### config.mk
export PLATFORM = sky130hd
export DESIGN_NAME = pwm_duty_ramp_flat
export DESIGN_NICKNAME = d
export VERILOG_FILES = /design/src/rtl/pwm_duty_ramp_pkg.sv /design/src/rtl/pwm_duty_ramp_if.sv /design/src/rtl/pwm_duty_ramp_tick_div.sv /design/src/rtl/pwm_duty_ramp.sv /design/src/flat_wrapper.sv
export SDC_FILE = /design/constraint.sdc
export NUM_CORES = 1
export LEC_CHECK = 0
export ABC_AREA = 1
export ABC_CLOCK_PERIOD_IN_PS = 3610
export CAP_MARGIN = 20
export CORE_ASPECT_RATIO = 0.6
export CORE_MARGIN = 2
export CORE_UTILIZATION = 45
export DETAILED_ROUTE_END_ITERATION = 16
export GPL_TIMING_DRIVEN = 0
export HOLD_SLACK_MARGIN = 0.06
export PLACE_DENSITY = 0.69
export SKIP_CTS_REPAIR_TIMING = 1
export SLEW_MARGIN = 20
export SYNTH_ARGS = -nofsm -noshare
export SYNTH_HDL_FRONTEND = slang
export SYNTH_SLANG_ARGS = --single-unit
### constraint.sdc
create_clock -name clk -period 3.61 [get_ports clk]
set_input_delay 0.722 -clock clk [delete_from_list [all_inputs] [get_ports clk]]
set_output_delay 0.722 -clock clk [all_outputs]
set_load 0.01 [all_outputs]
### src/rtl/pwm_duty_ramp_pkg.sv
// Shared definitions for the pwm block family: default compare width and
// the ramp controller state encoding.
package pwm_pkg;

    // Default compare/counter width, shared with the downstream pwm generator.
    localparam int PWM_CTR_LEN = 8;

    typedef enum logic {
        ST_IDLE = 1'b0,
        ST_RAMP = 1'b1
    } ramp_state_e;

endpackage

### src/rtl/pwm_duty_ramp_if.sv
// Target-duty handshake between the command path (master) and the duty
// ramp controller (slave).
interface pwm_duty_ramp_if
    import pwm_pkg::*;
#(
    parameter int CTR_LEN = PWM_CTR_LEN,
    parameter int DIV_LEN = 8
);
    logic               tgt_valid;
    logic               tgt_ready;
    logic [CTR_LEN-1:0] tgt_duty;
    logic [DIV_LEN-1:0] step_div;

    modport master (output tgt_valid, tgt_duty, step_div, input tgt_ready);
    modport slave  (input tgt_valid, tgt_duty, step_div, output tgt_ready);
endinterface

### src/rtl/pwm_duty_ramp_tick_div.sv
// Prescaler for the duty ramp: counts period ticks and strobes once every
// 'div' ticks. 'div' is never 0 here (the top substitutes 1 for 0).
module pwm_tick_div #(
    parameter int DIV_LEN = 8
) (
    input  logic               clk,
    input  logic               rst_n,
    input  logic               clear,
    input  logic               tick,
    input  logic [DIV_LEN-1:0] div,
    output logic               step_strobe
);
    logic [DIV_LEN-1:0] cnt;
    logic [DIV_LEN:0]   cnt_inc;

    assign cnt_inc     = {1'b0, cnt} + {{DIV_LEN{1'b0}}, 1'b1};
    assign step_strobe = tick && (cnt_inc == {1'b0, div});

    // Count ticks; restart on clear or when a step is strobed.
    always_ff @(posedge clk or negedge rst_n) begin
        if (!rst_n)           cnt <= '0;
        else if (clear)       cnt <= '0;
        else if (step_strobe) cnt <= '0;
        else if (tick)        cnt <= cnt_inc[DIV_LEN-1:0];
    end
endmodule

### src/rtl/pwm_duty_ramp.sv
// Duty ramp for the pwm generator: accepts a target duty and slews cmp_reg
// toward it by STEP every step_div period ticks, only on period boundaries.
// Optional macro PWM_RAMP_RETARGET_EN: accept new targets while ramping.
module pwm_duty_ramp
    import pwm_pkg::*;
#(
    parameter int CTR_LEN = PWM_CTR_LEN,
    parameter int STEP    = 1,
    parameter int DIV_LEN = 8
) (
    input  logic               clk,
    input  logic               rst_n,
    input  logic               period_tick,
    input  logic               stop,
    pwm_duty_ramp_if.slave     tgt,
    output logic [CTR_LEN-1:0] cmp_reg,
    output logic               busy,
    output logic               at_target
);
    localparam logic [CTR_LEN:0]   STEP_W = (CTR_LEN+1)'(STEP);
    localparam logic [CTR_LEN-1:0] STEP_C = CTR_LEN'(STEP);

    ramp_state_e        state, state_nxt;
    logic [CTR_LEN-1:0] target_q, target_nxt, cmp_nxt, cmp_step;
    logic [DIV_LEN-1:0] div_q, div_nxt;
    logic [CTR_LEN:0]   diff, mag;
    logic               accept, step_strobe, step, ramp_tick;

    assign accept    = tgt.tgt_valid && tgt.tgt_ready;
    assign ramp_tick = period_tick && (state == ST_RAMP);
    // A retarget or stop on the same edge wins over a pending step.
    assign step      = step_strobe && !accept && !stop;

    pwm_tick_div #(.DIV_LEN(DIV_LEN)) u_div (
        .clk         (clk),
        .rst_n       (rst_n),
        .clear       (stop || accept),
        .tick        (ramp_tick),
        .div         (div_q),
        .step_strobe (step_strobe)
    );

    // One slew step toward target; widened difference keeps it wrap-free.
    always_comb begin
        diff = {1'b0, target_q} - {1'b0, cmp_reg};
        mag  = diff[CTR_LEN] ? ({(CTR_LEN+1){1'b0}} - diff) : diff;
        if (mag <= STEP_W)      cmp_step = target_q;
        else if (diff[CTR_LEN]) cmp_step = cmp_reg - STEP_C;
        else                    cmp_step = cmp_reg + STEP_C;
    end

    // State register.
    always_ff @(posedge clk or negedge rst_n) begin
        if (!rst_n) state <= ST_IDLE;
        else        state <= state_nxt;
    end

    // Next state: stop, then new target, then arrival at target.
    always_comb begin
        state_nxt = state;
        if (stop)
            state_nxt = ST_IDLE;
        else if (accept)
            state_nxt = (tgt.tgt_duty != cmp_reg) ? ST_RAMP : ST_IDLE;
        else if (step && (cmp_step == target_q))
            state_nxt = ST_IDLE;
    end

    // Handshake and status outputs from the current state.
    always_comb begin
        busy = (state == ST_RAMP);
`ifdef PWM_RAMP_RETARGET_EN
        tgt.tgt_ready = !stop;
`else
        tgt.tgt_ready = !stop && (state == ST_IDLE);
`endif
    end

    // Next datapath values; stop is an immediate, non-period-aligned cut.
    always_comb begin
        cmp_nxt    = cmp_reg;
        target_nxt = target_q;
        div_nxt    = div_q;
        if (stop) begin
            cmp_nxt    = '0;
            target_nxt = '0;
        end else if (accept) begin
            target_nxt = tgt.tgt_duty;
            div_nxt    = (tgt.step_div == '0) ? DIV_LEN'(1) : tgt.step_div;
        end else if (step) begin
            cmp_nxt    = cmp_step;
        end
    end

    // Datapath registers.
    always_ff @(posedge clk or negedge rst_n) begin
        if (!rst_n) begin
            cmp_reg   <= '0;
            target_q  <= '0;
            div_q     <= DIV_LEN'(1);
            at_target <= 1'b1;
        end else begin
            cmp_reg   <= cmp_nxt;
            target_q  <= target_nxt;
            div_q     <= div_nxt;
            at_target <= (cmp_nxt == target_nxt);
        end
    end
endmodule

### src/flat_wrapper.sv
// flat-port wrapper written by rule: the top's interface ports become plain ports
module pwm_duty_ramp_flat import pwm_pkg::*;
#(
    parameter int CTR_LEN = PWM_CTR_LEN,
    parameter int STEP    = 1,
    parameter int DIV_LEN = 8
)
  (clk, rst_n, period_tick, stop, cmp_reg, busy, at_target, tgt_tgt_valid, tgt_tgt_duty, tgt_step_div, tgt_tgt_ready);
  pwm_duty_ramp_if #(.CTR_LEN(CTR_LEN), .DIV_LEN(DIV_LEN)) tgt_i ();
  input  logic clk;
  input  logic rst_n;
  input  logic period_tick;
  input  logic stop;
  output logic [CTR_LEN-1:0] cmp_reg;
  output logic busy;
  output logic at_target;
  input wire logic [$bits(tgt_i.tgt_valid)-1:0] tgt_tgt_valid;
  input wire logic [$bits(tgt_i.tgt_duty)-1:0] tgt_tgt_duty;
  input wire logic [$bits(tgt_i.step_div)-1:0] tgt_step_div;
  output wire logic [$bits(tgt_i.tgt_ready)-1:0] tgt_tgt_ready;
  assign tgt_i.tgt_valid = tgt_tgt_valid;
  assign tgt_i.tgt_duty = tgt_tgt_duty;
  assign tgt_i.step_div = tgt_step_div;
  assign tgt_tgt_ready = tgt_i.tgt_ready;
  pwm_duty_ramp #(.CTR_LEN(CTR_LEN), .STEP(STEP), .DIV_LEN(DIV_LEN)) u_core (.clk(clk), .rst_n(rst_n), .period_tick(period_tick), .stop(stop), .tgt(tgt_i), .cmp_reg(cmp_reg), .busy(busy), .at_target(at_target));
endmodule
# ---- After elaboration in Yosys (flattened, before gate mapping)
# Cells that the tools add are included.
dict set report classes {
  magnitude_cmp 1
  reduce_logical 14
  addsub 5
  bitwise_logic 2
  n_mux 16
  n_eq_ne 4
}
# op n
set ops {}
lappend ops {{8-bit two-way mux} 11}
lappend ops {{8-bit equality test} 2}
lappend ops {{8-bit by 1-bit adder with 9-bit output, second input constant} 1}
lappend ops {{9-bit by 8-bit equality test with 1-bit output} 1}
lappend ops {{9-bit by 1-bit <= comparator with 1-bit output, second input constant} 1}
lappend ops {{9-bit two-way mux} 1}
lappend ops {{1-bit by 9-bit subtractor with 9-bit output, first input constant} 1}
lappend ops {{8-bit by 8-bit subtractor with 9-bit output} 1}
lappend ops {{8-bit by 1-bit adder with 8-bit output, second input constant} 1}
lappend ops {{8-bit logical NOT} 1}
lappend ops {{8-bit inequality test} 1}
lappend ops {{8-bit by 1-bit subtractor with 8-bit output, second input constant} 1}
lappend ops {{1-bit logical AND} 7}
lappend ops {{3-bit nonzero test} 2}
lappend ops {{1-bit two-way mux} 4}
lappend ops {{1-bit logical NOT} 2}
lappend ops {{1-bit NOT} 2}
lappend ops {{2-bit AND reduction} 1}
lappend ops {{1-bit logical OR} 1}
dict set report word_totals {
  output_inout_bits 11
  register_bits 34
}

# ---- Depth between registers and ports, before layout
dict set report logic_depth {
  depth_word 10
  mapped_depth 24
  depth_no_buf 24
}

# ---- Hierarchy
# From an unflattened synthesis, not the netlist that was laid out.
dict set report unflattened {
  hier_cells 512
  hier_area_um2 3334.4
}
# mod seq_area_each_um2 n_inst cells_per_inst area_each_um2
set modules_own_cells {}
lappend modules_own_cells {pwm_duty_ramp 653.1 1 392 2603.7}
lappend modules_own_cells {pwm_tick_div 200.2 1 120 730.7}

# ---- Least setup slack after synthesis
# No wires, ideal clock.
dict set report synth_timing {
  kind {register to register}
  startpoint {reg u_core.cmp_reg[0]}
  endpoint {reg u_core.state, in the netlist u_core.busy}
  t_arrival_ns 3.086
  required_time_ns 3.489
  stages_incl_launch_ff 22
  setup_time_ns 0.121
  slack_ns 0.403
  cell_sequence {dfrtp_1 > ha_1 > inv_1 > fa_1 > nand3_1 > nand2_2 > nand3_2 > nand2_4 > inv_2 > ha_1 > a21oi_1 > nand2_1 > nand2_1 > nand2_1 > a21oi_1 > xor2_1 > nand3b_1 > nand2_1 > nor2_1 > nand2_1 > o21bai_1 > nand2_1}
}
dict set report synth_between {
  elab_chain_cells 8
  word_cells_on_any_way 15
  cone_classes {add/sub (4); order compare (1); eq/ne (2); mux (6); reduce/logical (2)}
}
# element line_no
set synth_lines {}
lappend synth_lines {{from (decl)} pwm_duty_ramp.sv:16} ;# output logic [CTR_LEN-1:0] cmp_reg,
lappend synth_lines {{from (signal assigned)} pwm_duty_ramp.sv:103} ;# cmp_reg <= cmp_nxt;
lappend synth_lines {{8-bit by 8-bit subtractor with 9-bit output} pwm_duty_ramp.sv:45} ;# diff = {1'b0, target_q} - {1'b0, cmp_reg};
lappend synth_lines {{1-bit by 9-bit subtractor with 9-bit output} pwm_duty_ramp.sv:46} ;# mag = diff[CTR_LEN] ? ({(CTR_LEN+1){1'b0}} - diff) : diff;
lappend synth_lines {{9-bit two-way mux} pwm_duty_ramp.sv:46}
lappend synth_lines {{9-bit by 1-bit <= comparator with 1-bit output} pwm_duty_ramp.sv:47} ;# if (mag <= STEP_W) cmp_step = target_q;
lappend synth_lines {{8-bit two-way mux} pwm_duty_ramp.sv:47}
lappend synth_lines {{8-bit equality test} pwm_duty_ramp.sv:65} ;# else if (step && (cmp_step == target_q))
lappend synth_lines {{1-bit logical AND} pwm_duty_ramp.sv:65}
lappend synth_lines {{3-bit nonzero test (no line)} n/a}
lappend synth_lines {{to (signal assigned)} pwm_duty_ramp.sv:55} ;# else state <= state_nxt;
lappend synth_lines {{to (decl)} pwm_duty_ramp.sv:23} ;# ramp_state_e state, state_nxt;
# Parallel ways exist; a longest one is shown, timed or not.
# A chain may end at the register's enable or synchronous reset.

# ---- Final worst setup path
dict set report layout_timing {
  startpoint {reg u_core.target_q[0]}
  endpoint {reg u_core.at_target}
}
dict set report layout_between {
  elab_chain_cells 9
  word_cells_on_any_way 12
  cone_classes {add/sub (2); order compare (1); eq/ne (1); mux (8)}
}
# element line_no
set layout_lines {}
lappend layout_lines {{from (decl)} pwm_duty_ramp.sv:24} ;# logic [CTR_LEN-1:0] target_q, target_nxt, cmp_nxt, cmp_step;
lappend layout_lines {{from (signal assigned)} pwm_duty_ramp.sv:104} ;# target_q <= target_nxt;
lappend layout_lines {{8-bit by 8-bit subtractor with 9-bit output} pwm_duty_ramp.sv:45}
lappend layout_lines {{1-bit by 9-bit subtractor with 9-bit output} pwm_duty_ramp.sv:46}
lappend layout_lines {{9-bit two-way mux} pwm_duty_ramp.sv:46}
lappend layout_lines {{9-bit by 1-bit <= comparator with 1-bit output} pwm_duty_ramp.sv:47}
lappend layout_lines {{8-bit two-way mux} pwm_duty_ramp.sv:47}
lappend layout_lines {{8-bit two-way mux} pwm_duty_ramp.sv:90} ;# end else if (step) begin
lappend layout_lines {{8-bit two-way mux} pwm_duty_ramp.sv:87} ;# end else if (accept) begin
lappend layout_lines {{8-bit two-way mux} pwm_duty_ramp.sv:84} ;# if (stop) begin
lappend layout_lines {{8-bit equality test (*)} pwm_duty_ramp.sv:106} ;# at_target <= (cmp_nxt == target_nxt);
lappend layout_lines {{to (signal assigned)} pwm_duty_ramp.sv:106}
lappend layout_lines {{to (decl)} pwm_duty_ramp.sv:18} ;# output logic at_target
# Mark *: on every way between the ends. The rest lies on a longest branch, timed or not.

==> results.cfg <==
[run_status]
status = completed

[synthesis]
syn-cell-area_sq_um = 3192
yosysWarnings = 0
synthFlopType = dfrtp_1
ys_seq_area_share_pct = 26.73
post-synth-top-count-cell = nand2_1
synth_common_cells = nand2_1, nand3_1, inv_1
synth_edf_count = 0
syn_inst = 458
synth_async_sr_flop_share_pct = 100.0
synth-seq-cells = 34
synth.area.top_cells = dfrtp_1, nand2_1, nand3_1
synth_fp_nets = 497
synth_top_cell_by_area = dfrtp_1
ys_types = 37
avgSynthCellArea_sq_um = 6.969
synth_top_area_share_pct = 25.09

[layout]
layout-drive-gt1-share_pct = 16.90
fillCellCount = 621
nNetsFinal = 542
n_antenna_cell = 0
final_area_sq_um = 3896
area_delta_synth_final_pct = 22.07

[placement]
gp_congestion = 0.9764
io_buffers = 31
postPlaceCellArea_sq_um = 3626
dpl.hpwl_mm = 7.259

[sta]
hold_violations = 0
skew_ps = 6.096
slew_headroom_pct = 63.53
fmax_ghz = 0.3002
period_needed_ps = 3331
finalSetupViolations = 0
drv_slew = 0
tightest_slew_ps = 547.0
timing.final.crit_share_pct = 92.26
rsz0062_at_grt = false
fin_setup_tns_ps = 0

[routing]
top_layer_used = met4
detail_route.wirelength_mm = 9.158
route.met2.wl_mm = 3.402
vias_per_cell = 5.461
drc_errors = 0
first_pass_iters = 5
detail_route.iter0.violations = 257
vias = 3222
ant_nets = 0
wl_per_cell_microns = 15.52
wl_met3_microns = 883
wl_met1_mm = 4.797

[critical_path]
rrSetupSlack_ps = 280
crit_arrival_ps = 3550
timing.critical_path.fanout_max = 11
rr_startpoint = u_core.target_q[0]$_DFF_PN0_
cp.required_ps = 3830
rr_endpoint = u_core.at_target$_DFF_PN1_
crit_path_end_kind = register
critPathKind = reg2reg
startpoint_type = register
rr_worst_depth = 23

[clock_network]
ctsHtreeMaxLevel = 2
ctsLongestPathBuffers = 2
cts_tree = done
clkSinkCount = 34
clock_latency_ps = 280
numCtsBuffers = 5
clkTransAtPathRegs_ps = 60
ctsRootBufferMaster = clkbuf_16

[floorplanning]
die_x_microns = 112.7
die_y_microns = 69.24
initial_core_util_pct = 47.20
core_area_sq_um = 6763
die_area_sq_um = 7805
ios = 32
num_rows = 23

[global_route]
antenna_found_initial = 0
grt_pass1_vias = 3044
grt_usage_pct = 24.29
grt_overflow = 0
grt_pass1_wl_mm = 14.96
grt_max_degree = 31

[flow_run]
drv_cap = 0

[power_and_ir_drop]
comb_power_share_pct = 44.3
ir_drop_uv = 264.1
power.density_nw_per_um2 = 392.6
p_sw_uw = 602.7
power.leakage_uw = 0.001928
seq_power_share_pct = 29.0
netSwitchingFraction_pct = 39.40
p_int_uw = 927.0
clkPwrFrac_pct = 26.7

[hold_path]
worst_hold_path_type = in2async
## cells by family (layout without fill, tap and decap cells)
kind of cell               Yosys count  after routing  synth area share (%)
and+or+nand+nor                    259            259                 39.63
buffers and inverters               79            124                 10.74
AOI/OAI and AO/OA                   46             46                 8.624
DFF                                 34             34                 26.73
xor gates and xnor gates            21             21                 6.429
adders and majority gates           18             18                 7.526
muxes                                1              1                0.3136
## placed cells by master, fill, tap and decap left out, types with 3 or more instances in the layout
| cell type | Yosys | layout |
|---|---|---|
| buf_6 | 6 | 6 |
| dfrtp_1 | 32 | 29 |
| xnor2_1 | 7 | 7 |
| nand4_1 | 8 | 8 |
| nand3_2 | 8 | 9 |
| inv_2 | 5 | 6 |
| nand3b_1 | 7 | 7 |
| a21oi_1 | 12 | 9 |
| nor2_1 | 15 | 13 |
| nand2_2 | 13 | 14 |
| nand2_4 | 2 | 3 |
| nor2_4 | 3 | 3 |
| inv_1 | 64 | 62 |
| xor2_1 | 12 | 12 |
| nor2_2 | 4 | 6 |
| dfrtp_2 | 0 | 3 |
| clkdlybuf4s50_1 | 0 | 30 |
| a21oi_2 | 3 | 6 |
| ha_1 | 16 | 14 |
| buf_4 | 0 | 6 |
| o21ai_0 | 13 | 13 |
| clkbuf_16 | 0 | 5 |
| o22ai_1 | 12 | 12 |
| nand3_1 | 75 | 73 |
| nand2_1 | 117 | 115 |
## worst max path at each step
stage / start / endpoint / slack [ps] / cells past startpoint
6_report: u_core.target_q[0]$_DFF_PN0_ / u_core.at_target$_DFF_PN1_ / 280 / 23
3_5_place_dp: u_core.cmp_reg[0]$_DFF_PN0_ / u_core.at_target$_DFF_PN1_ / -190 / 22
4_1_cts: u_core.cmp_reg[0]$_DFF_PN0_ / u_core.at_target$_DFF_PN1_ / -220 / 22
5_1_grt: u_core.target_q[0]$_DFF_PN0_ / u_core.at_target$_DFF_PN1_ / 0.9 / 23
3_3_place_gp: u_core.cmp_reg[0]$_DFF_PN0_ / u_core.at_target$_DFF_PN1_ / -120 / 22
2_1_floorplan: u_core.cmp_reg[0]$_DFF_PN0_ / u_core.busy$_DFFE_PN0P_ / 400 / 21
## metal layers
layer / global-route usage [%] / up-vias
met4: 6.369 / 0
li1: - / 1602
met2: 31.67 / 133
met5: 0 / -
met3: 7.692 / 10
met1: 37.90 / 1477
## area by class of cell
cell class | count | area, sq um | share of cell area (%)
Buffer | 9 | 80.08 | 2.055
Multi-Input combinational cell | 345 | 2069 | 53.11
Inverter | 70 | 275.3 | 7.065
Timing Repair Buffer | 38 | 370.4 | 9.505
Sequential cell | 34 | 857.1 | 22.00
Tap cell | 87 | 108.9 | 2.794
Clock buffer | 5 | 125.1 | 3.211
Clock inverter | 2 | 10.01 | 0.2569
## stage by stage
stage / hold WS, ps / setup slack [ps] / total power [uW] / util, % / cells
6_report: 256.7 / 279.3 / 1530 / 57.61 / 590
5_1_grt: 257.3 / 0.8740 / 1634 / 57.61 / 590
4_1_cts: 255.7 / -216.9 / 1484 / 55.62 / 584
3_5_place_dp: 505.1 / -188.9 / 1072 / 53.62 / 577
3_3_place_gp: 491.6 / -122.4 / 1053 / 53.40 / 576
2_1_floorplan: 426.4 / 402.8 / 907.1 / - / 458
## worst max-delay path, stage by stage, from the launching register on
cell	delay (ps)
dfrtp_1	400
inv_2	100
ha_1	160
inv_2	60
fa_2	440
nand3_4	100
nand2_4	70
nand3_2	90
nand2_4	90
clkinv_8	100
ha_4	220
a21oi_2	130
nand2_2	100
a21oi_1	130
o21ai_0	120
xor2_1	200
buf_4	150
nand2_1	60
nand3_1	80
nand3_1	80
nand2_1	70
nor2_2	130
nand2_2	100
nor2_1	100
## power groups by stage
stage | Sequential (uW) | Combinational [uW] | Clock [uW]
3_3_place_gp | 448 | 605 | 0
6_report | 443 | 678 | 408
4_1_cts | 442 | 626 | 416
3_5_place_dp | 449 | 623 | 0
5_1_grt | 446 | 752 | 435
2_1_floorplan | 440 | 467 | 0
Power figures use the tool's default switching activity.
==> RTL edit 1, RTL diff (config.mk and constraints unchanged) <==
`DIV_LEN` is set to 8 in 4 places; all go to 16.
--- a/src/rtl/pwm_duty_ramp_if.sv
+++ b/src/rtl/pwm_duty_ramp_if.sv
@@ -4,7 +4,7 @@
     import pwm_pkg::*;
 #(
     parameter int CTR_LEN = PWM_CTR_LEN,
-    parameter int DIV_LEN = 8
+    parameter int DIV_LEN = 16
 );
     logic               tgt_valid;
     logic               tgt_ready;
--- a/src/rtl/pwm_duty_ramp_tick_div.sv
+++ b/src/rtl/pwm_duty_ramp_tick_div.sv
@@ -1,7 +1,7 @@
 // Prescaler for the duty ramp: counts period ticks and strobes once every
 // 'div' ticks. 'div' is never 0 here (the top substitutes 1 for 0).
 module pwm_tick_div #(
-    parameter int DIV_LEN = 8
+    parameter int DIV_LEN = 16
 ) (
     input  logic               clk,
     input  logic               rst_n,
--- a/src/rtl/pwm_duty_ramp.sv
+++ b/src/rtl/pwm_duty_ramp.sv
@@ -6,7 +6,7 @@
 #(
     parameter int CTR_LEN = PWM_CTR_LEN,
     parameter int STEP    = 1,
-    parameter int DIV_LEN = 8
+    parameter int DIV_LEN = 16
 ) (
     input  logic               clk,
     input  logic               rst_n,
--- a/src/flat_wrapper.sv
+++ b/src/flat_wrapper.sv
@@ -3,7 +3,7 @@
 #(
     parameter int CTR_LEN = PWM_CTR_LEN,
     parameter int STEP    = 1,
-    parameter int DIV_LEN = 8
+    parameter int DIV_LEN = 16
 )
   (clk, rst_n, period_tick, stop, cmp_reg, busy, at_target, tgt_tgt_valid, tgt_tgt_duty, tgt_step_div, tgt_tgt_ready);
   pwm_duty_ramp_if #(.CTR_LEN(CTR_LEN), .DIV_LEN(DIV_LEN)) tgt_i ();
Interface: changed (resized tgt_step_div); port bits go from 32 to 40. No check against the original RTL was run, so the function may have changed too.
==> RTL edit 1 against the original RTL <==
Routed wire length grew 47%; area after synthesis grew 32%; critical path depth shrank 1; sequential power grew 48%; total power grew 25%; worst setup slack lost 0.14 ns; cell area grew 30%; combinational power grew 13%; clock power grew 20%; sequential cell count grew 16; largest cell class unchanged; largest power group unchanged.
==> RTL edit 1: results (changes against the original RTL) <==
----------------------------------------------------
[Status]
  Run status ... finished clean (unchanged)

[Synth]
  Portion of the post-synthesis area used by sequential elements ... 29.7% (was 26.7%)
  Most frequent cells after synthesis ... sky130_fd_sc_hd__nand2_1, sky130_fd_sc_hd__inv_1, sky130_fd_sc_hd__nand3_1 (was sky130_fd_sc_hd__nand2_1, sky130_fd_sc_hd__nand3_1, sky130_fd_sc_hd__inv_1)
  Net count of the mapped netlist ... 703 (was 497)
  Synthesized instance count ... 656 (was 458)
  Post-synthesis cell type count ... 38 (was 37)
  Dominant cells by area after synthesis ... sky130_fd_sc_hd__dfrtp_1, sky130_fd_sc_hd__nand2_1, sky130_fd_sc_hd__nand3_1 (unchanged)

[Placement]
  Post-DP Area ... 0.00477 mm^2 (was 0.00363 mm^2)
  Last weighted congestion value of the routability-driven placer ... 0.959 (was 0.976)
  Inst Count DP ... 825 (was 577)
  Minimum setup slack after placement ... -0.174 ns (was -0.189 ns)

[GRT]
  Via count of the first global-routing pass ... 3933 (was 3044)
  Total routing resource utilization after global routing ... 26.8% (was 24.3%)

[Detailed routing]
  Iteration-0 DRC count of the detailed router ... 427 (was 257)
  Total number of vias ... 4617 (was 3222)
  Average wire length per cell after detail routing ... 16.0 um (was 15.5 um)

[Final layout]
  Proportion of cell area occupied by multi-input gates ... 51.3% (was 53.1%)
  Multi-input gates ... 496 (was 345)
  Fraction of final layout cells with drive strength greater than 1 ... 9.83% (was 16.9%)
  Number of non-clock buffers ... 58 (was 47)
  Invs w/o clock ... 100 (was 70)
  Count of clock-net buffers in the final layout ... 7 (was 5)
  Fraction of area in non-clock buffers ... 10.1% (was 11.6%)

[Pwr]
  Leakage power ... 2.52 nW (was 1.93 nW)
  Internal power of the cells ... 1.17 mW (was 927 uW)
  Maximum ir drop on the vdd rail ... 0.000195 V (was 0.000264 V)
  Combinational gate power ... 763 uW (was 678 uW)
  P per Cell Area ... 377 mW/mm^2 (was 393 mW/mm^2)
  Clock group ... 490 uW (was 408 uW)
  Psw ... 736 uW (was 603 uW)

[Setup path]
  Setup crit start ... u_core.cmp_reg[3]$_DFF_PN0_ (was u_core.target_q[0]$_DFF_PN0_)
  Cell with the biggest individual delay on the critical path ... sky130_fd_sc_hd__dfrtp_2 (was sky130_fd_sc_hd__fa_2)

[Clocking]
  Number of sinks handled by clock tree synthesis ... 50 (was 34)

----------------------------------------------------
## RTL edit 1: cell count changes after synthesis, moves of 10 or more
| cell | delta |
|---|---|
| sky130_fd_sc_hd__nand2_1 | +105 |
| sky130_fd_sc_hd__dfrtp_1 | +16 |
| sky130_fd_sc_hd__nor2_1 | +30 |
| sky130_fd_sc_hd__inv_1 | +30 |
| sky130_fd_sc_hd__o22ai_1 | +10 |
## RTL edit 1: path summary, 6_finish.rpt
| kind | slack (ns) | cells after the start | to |
|---|---|---|---|
| worst min-delay path | 0.46 | 1 | u_core.div_q[11]$_DFFE_PN0P_ |
| max in group asynchronous | 2.68 | 1 | u_core.cmp_reg[3]$_DFF_PN0_ |
| worst max register to register | 0.14 | 22 | u_core.at_target$_DFF_PN1_ |
| min in group clk | 0.50 | 2 | u_core.div_q[15]$_DFFE_PN0P_ |
| worst max-delay path | 0.14 | 22 | u_core.at_target$_DFF_PN1_ |
| worst min register to register | 0.50 | 2 | u_core.div_q[15]$_DFFE_PN0P_ |
## RTL edit 1: worst register-to-register path, cell delays in order, from the launching register on
cell	delay (ns)
sky130_fd_sc_hd__dfrtp_2	0.45
sky130_fd_sc_hd__inv_1	0.11
sky130_fd_sc_hd__ha_1	0.43
sky130_fd_sc_hd__nand3_2	0.13
sky130_fd_sc_hd__nand2_2	0.13
sky130_fd_sc_hd__nand3_2	0.09
sky130_fd_sc_hd__nand2_4	0.12
sky130_fd_sc_hd__inv_8	0.07
sky130_fd_sc_hd__fa_1	0.40
sky130_fd_sc_hd__nand3_1	0.13
sky130_fd_sc_hd__nand2_1	0.06
sky130_fd_sc_hd__nand2_1	0.07
sky130_fd_sc_hd__nand2_1	0.07
sky130_fd_sc_hd__a21oi_2	0.14
sky130_fd_sc_hd__xor2_1	0.20
sky130_fd_sc_hd__nand2_1	0.10
sky130_fd_sc_hd__nand2_1	0.06
sky130_fd_sc_hd__nand2_1	0.09
sky130_fd_sc_hd__nand3_1	0.09
sky130_fd_sc_hd__nand2_1	0.15
sky130_fd_sc_hd__nor2_1	0.13
sky130_fd_sc_hd__nand2_1	0.08
sky130_fd_sc_hd__nor2_2	0.12
## RTL edit 1: logic make-up after synthesis
logic type / count (synthesis) / share of synthesized area (%)
simple gates: 403 / 43.0
buf+inv: 110 / 10.2
compound gates: 65 / 8.83
flops: 50 / 29.7
fa+ha+maj: 18 / 5.69
xor+xnor: 10 / 2.58
## RTL edit 1: routing by layer
layer	GRT usage [%]	part of all wire, %	up-vias
met3	8.09	11	11
met1	44.0	52	2145
met5	0	0	-
met4	4.13	0.69	0
met2	33.7	36	223
li1	-	-	2238
==> RTL edit 2, RTL diff (config.mk and constraints unchanged) <==
Made on the original files. Make the reset (`rst_n`) synchronous in 3 clocked blocks.
--- a/src/rtl/pwm_duty_ramp_tick_div.sv
+++ b/src/rtl/pwm_duty_ramp_tick_div.sv
@@ -17,7 +17,7 @@
     assign step_strobe = tick && (cnt_inc == {1'b0, div});
 
     // Count ticks; restart on clear or when a step is strobed.
-    always_ff @(posedge clk or negedge rst_n) begin
+    always_ff @(posedge clk) begin
         if (!rst_n)           cnt <= '0;
         else if (clear)       cnt <= '0;
         else if (step_strobe) cnt <= '0;
--- a/src/rtl/pwm_duty_ramp.sv
+++ b/src/rtl/pwm_duty_ramp.sv
@@ -50,7 +50,7 @@
     end
 
     // State register.
-    always_ff @(posedge clk or negedge rst_n) begin
+    always_ff @(posedge clk) begin
         if (!rst_n) state <= ST_IDLE;
         else        state <= state_nxt;
     end
@@ -93,7 +93,7 @@
     end
 
     // Datapath registers.
-    always_ff @(posedge clk or negedge rst_n) begin
+    always_ff @(posedge clk) begin
         if (!rst_n) begin
             cmp_reg   <= '0;
             target_q  <= '0;
Function: differs if rst_n is asserted again (counterexample within 4 cycles, from zero or initial values and one cycle with rst_n low); with rst_n held inactive, the same outputs for 10 cycles.
==> RTL edit 2 against the original RTL <==
Core utilization rose by 0.45 points; combinational power fell by 38%; first-iteration DRC count rose by 22%; total power fell by 18%; area after synthesis fell by 3.3%; sequential power fell by 10%; highest routed layer unchanged; worst setup slack got worse by 0.11 ns; clock power rose by 7.1%; global-route usage rose by 1.3 points; sequential cell count did not move; routed wire length rose by 3.3%; cell area fell by 0.93%; final cell count rose by 10%.
==> RTL edit 2: results (changes against the original RTL) <==
----------------------------------------------------
[GRT]
  First-pass GRT wire length ... 15.1 mm (was 15.0 mm)
  Total routing resource utilization after global routing ... 25.6% (was 24.3%)
  Via count of the first global-routing pass ... 3021 (was 3044)
  Initial antenna violation count ... 0 (unchanged)

[Status]
  Run status ... finished clean (unchanged)

[Setup path]
  Largest fanout of any net on the critical path ... 8 (was 11)
  Worst Reg2Reg Path Length in Cells ... 22 (was 23)
  Cell with the biggest individual delay on the critical path ... sky130_fd_sc_hd__dfxtp_1 (was sky130_fd_sc_hd__fa_2)
  Critical R2R Launch ... u_core.cmp_reg[3]$_SDFF_PN0_ (was u_core.target_q[0]$_DFF_PN0_)
  Arrival time at the worst endpoint ... 3.67 ns (was 3.55 ns)
  Critical register-to-register path endpoint ... u_core.at_target$_SDFF_PN1_ (was u_core.at_target$_DFF_PN1_)
  Reg2reg setup slack ... 0.17 ns (was 0.28 ns)

[Synth]
  Most frequent cells after synthesis ... sky130_fd_sc_hd__nand2_1, sky130_fd_sc_hd__inv_1, sky130_fd_sc_hd__nor2_1 (was sky130_fd_sc_hd__nand2_1, sky130_fd_sc_hd__nand3_1, sky130_fd_sc_hd__inv_1)
  Portion of the post-synthesis area used by sequential elements ... 22.1% (was 26.7%)
  Net count of the mapped netlist ... 553 (was 497)
  FFs w/ async S/R, synth ... 0% (was 100%)
  Dominant cells by area after synthesis ... sky130_fd_sc_hd__dfxtp_1, sky130_fd_sc_hd__nand2_1, sky130_fd_sc_hd__inv_1 (was sky130_fd_sc_hd__dfrtp_1, sky130_fd_sc_hd__nand2_1, sky130_fd_sc_hd__nand3_1)
  Post-synthesis cell type count ... 36 (was 37)
  Synth warnings ... 0 (unchanged)

[Hold path]
  Worst min-delay path category ... reg2reg (was in2async)

[Detailed routing]
  Avg Vias per Cell ... 5.40 (was 5.46)
  Average wire length per cell after detail routing ... 14.6 um (was 15.5 um)
  DRT Pass-1 Iters ... 6 (was 5)
  Iteration-0 DRC count of the detailed router ... 313 (was 257)

[Placement]
  Placed wire-length estimate ... 7.43 mm (was 7.26 mm)
  Minimum setup slack after placement ... -0.294 ns (was -0.189 ns)
  Last weighted congestion value of the routability-driven placer ... 0.948 (was 0.976)

[Pwr]
  Maximum ir drop on the vdd rail ... 0.000223 V (was 0.000264 V)
  Leakage power ... 1.86 nW (was 1.93 nW)

[Final layout]
  Fraction of final layout cells with drive strength greater than 1 ... 12.1% (was 16.9%)
  Fill cells ... 639 (was 621)
  Number of nets at the end of the flow ... 601 (was 542)

[STA]
  Clock Skew ... 0.00363 ns (was 0.00610 ns)
  Worst relative slew slack ... 62.3% (was 63.5%)

----------------------------------------------------
-- RTL edit 2: kinds of logic after synthesis --
group,after synthesis,synth area share [%]
simple gates,302,44.0
xor+xnor,13,4.14
compound gates,57,10.7
buf+inv,90,11.2
flops,34,22.1
fa+ha+maj,18,7.79
-- RTL edit 2: power by group --
| part | switching, mW | internal [mW] | leakage (nW) |
|---|---|---|---|
| logic | 0.264 | 0.158 | 1.50 |
| registers | 0.00971 | 0.387 | 0.279 |
| clock network | 0.163 | 0.273 | 0.0739 |
-- RTL edit 2: per-stage QoR --
step / utilization, % / area [um^2] / hold slack (ns) / std cells
6_report: 58.1 / 3860 / 0.486 / 650
3_3_place_gp: 52.7 / 3500 / 0.466 / 632
4_1_cts: 54.9 / 3650 / 0.482 / 640
5_1_grt: 58.1 / 3860 / 0.512 / 650
2_1_floorplan: - / 3090 / 0.431 / 514
3_5_place_dp: 52.7 / 3500 / 0.475 / 632
-- RTL edit 2: routing by layer --
metal  vias to the layer above  share of wire, %  GRT usage, %
li1                       1761                 -             -
met3                        13               7.8          5.31
met2                       127                37          34.3
met4                         0              0.97          5.31
met1                      1607                55          40.7
met5                         -                 0             0
-- RTL edit 2: how the worst max path moves through the flow --
stage / startpoint / to / slack, ns / depth (start not counted)
3_3_place_gp: u_core.cmp_reg[0]$_SDFF_PN0_ / u_core.at_target$_SDFF_PN1_ / -0.20 / 25
3_5_place_dp: u_core.cmp_reg[0]$_SDFF_PN0_ / u_core.at_target$_SDFF_PN1_ / -0.29 / 25
2_1_floorplan: u_core.cmp_reg[0]$_SDFF_PN0_ / u_core.busy$_SDFFE_PP0P_ / 0.39 / 24
4_1_cts: u_core.cmp_reg[0]$_SDFF_PN0_ / u_core.at_target$_SDFF_PN1_ / -0.34 / 25
5_1_grt: u_core.target_q[0]$_SDFF_PN0_ / u_core.at_target$_SDFF_PN1_ / -0.02 / 24
6_report: u_core.cmp_reg[3]$_SDFF_PN0_ / u_core.at_target$_SDFF_PN1_ / 0.17 / 22
-- RTL edit 2: layout make-up --
cell class / count / area (um^2) / share of cell area, %
Clock inverter: 1 / 5.00 / 0.130
Inverter: 82 / 315 / 8.17
Timing Repair Buffer: 41 / 385 / 9.98
Tap cell: 87 / 109 / 2.82
Buffer: 8 / 38.8 / 1.00
Multi-Input combinational cell: 390 / 2180 / 56.4
Sequential cell: 34 / 688 / 17.8
Clock buffer: 7 / 143 / 3.70
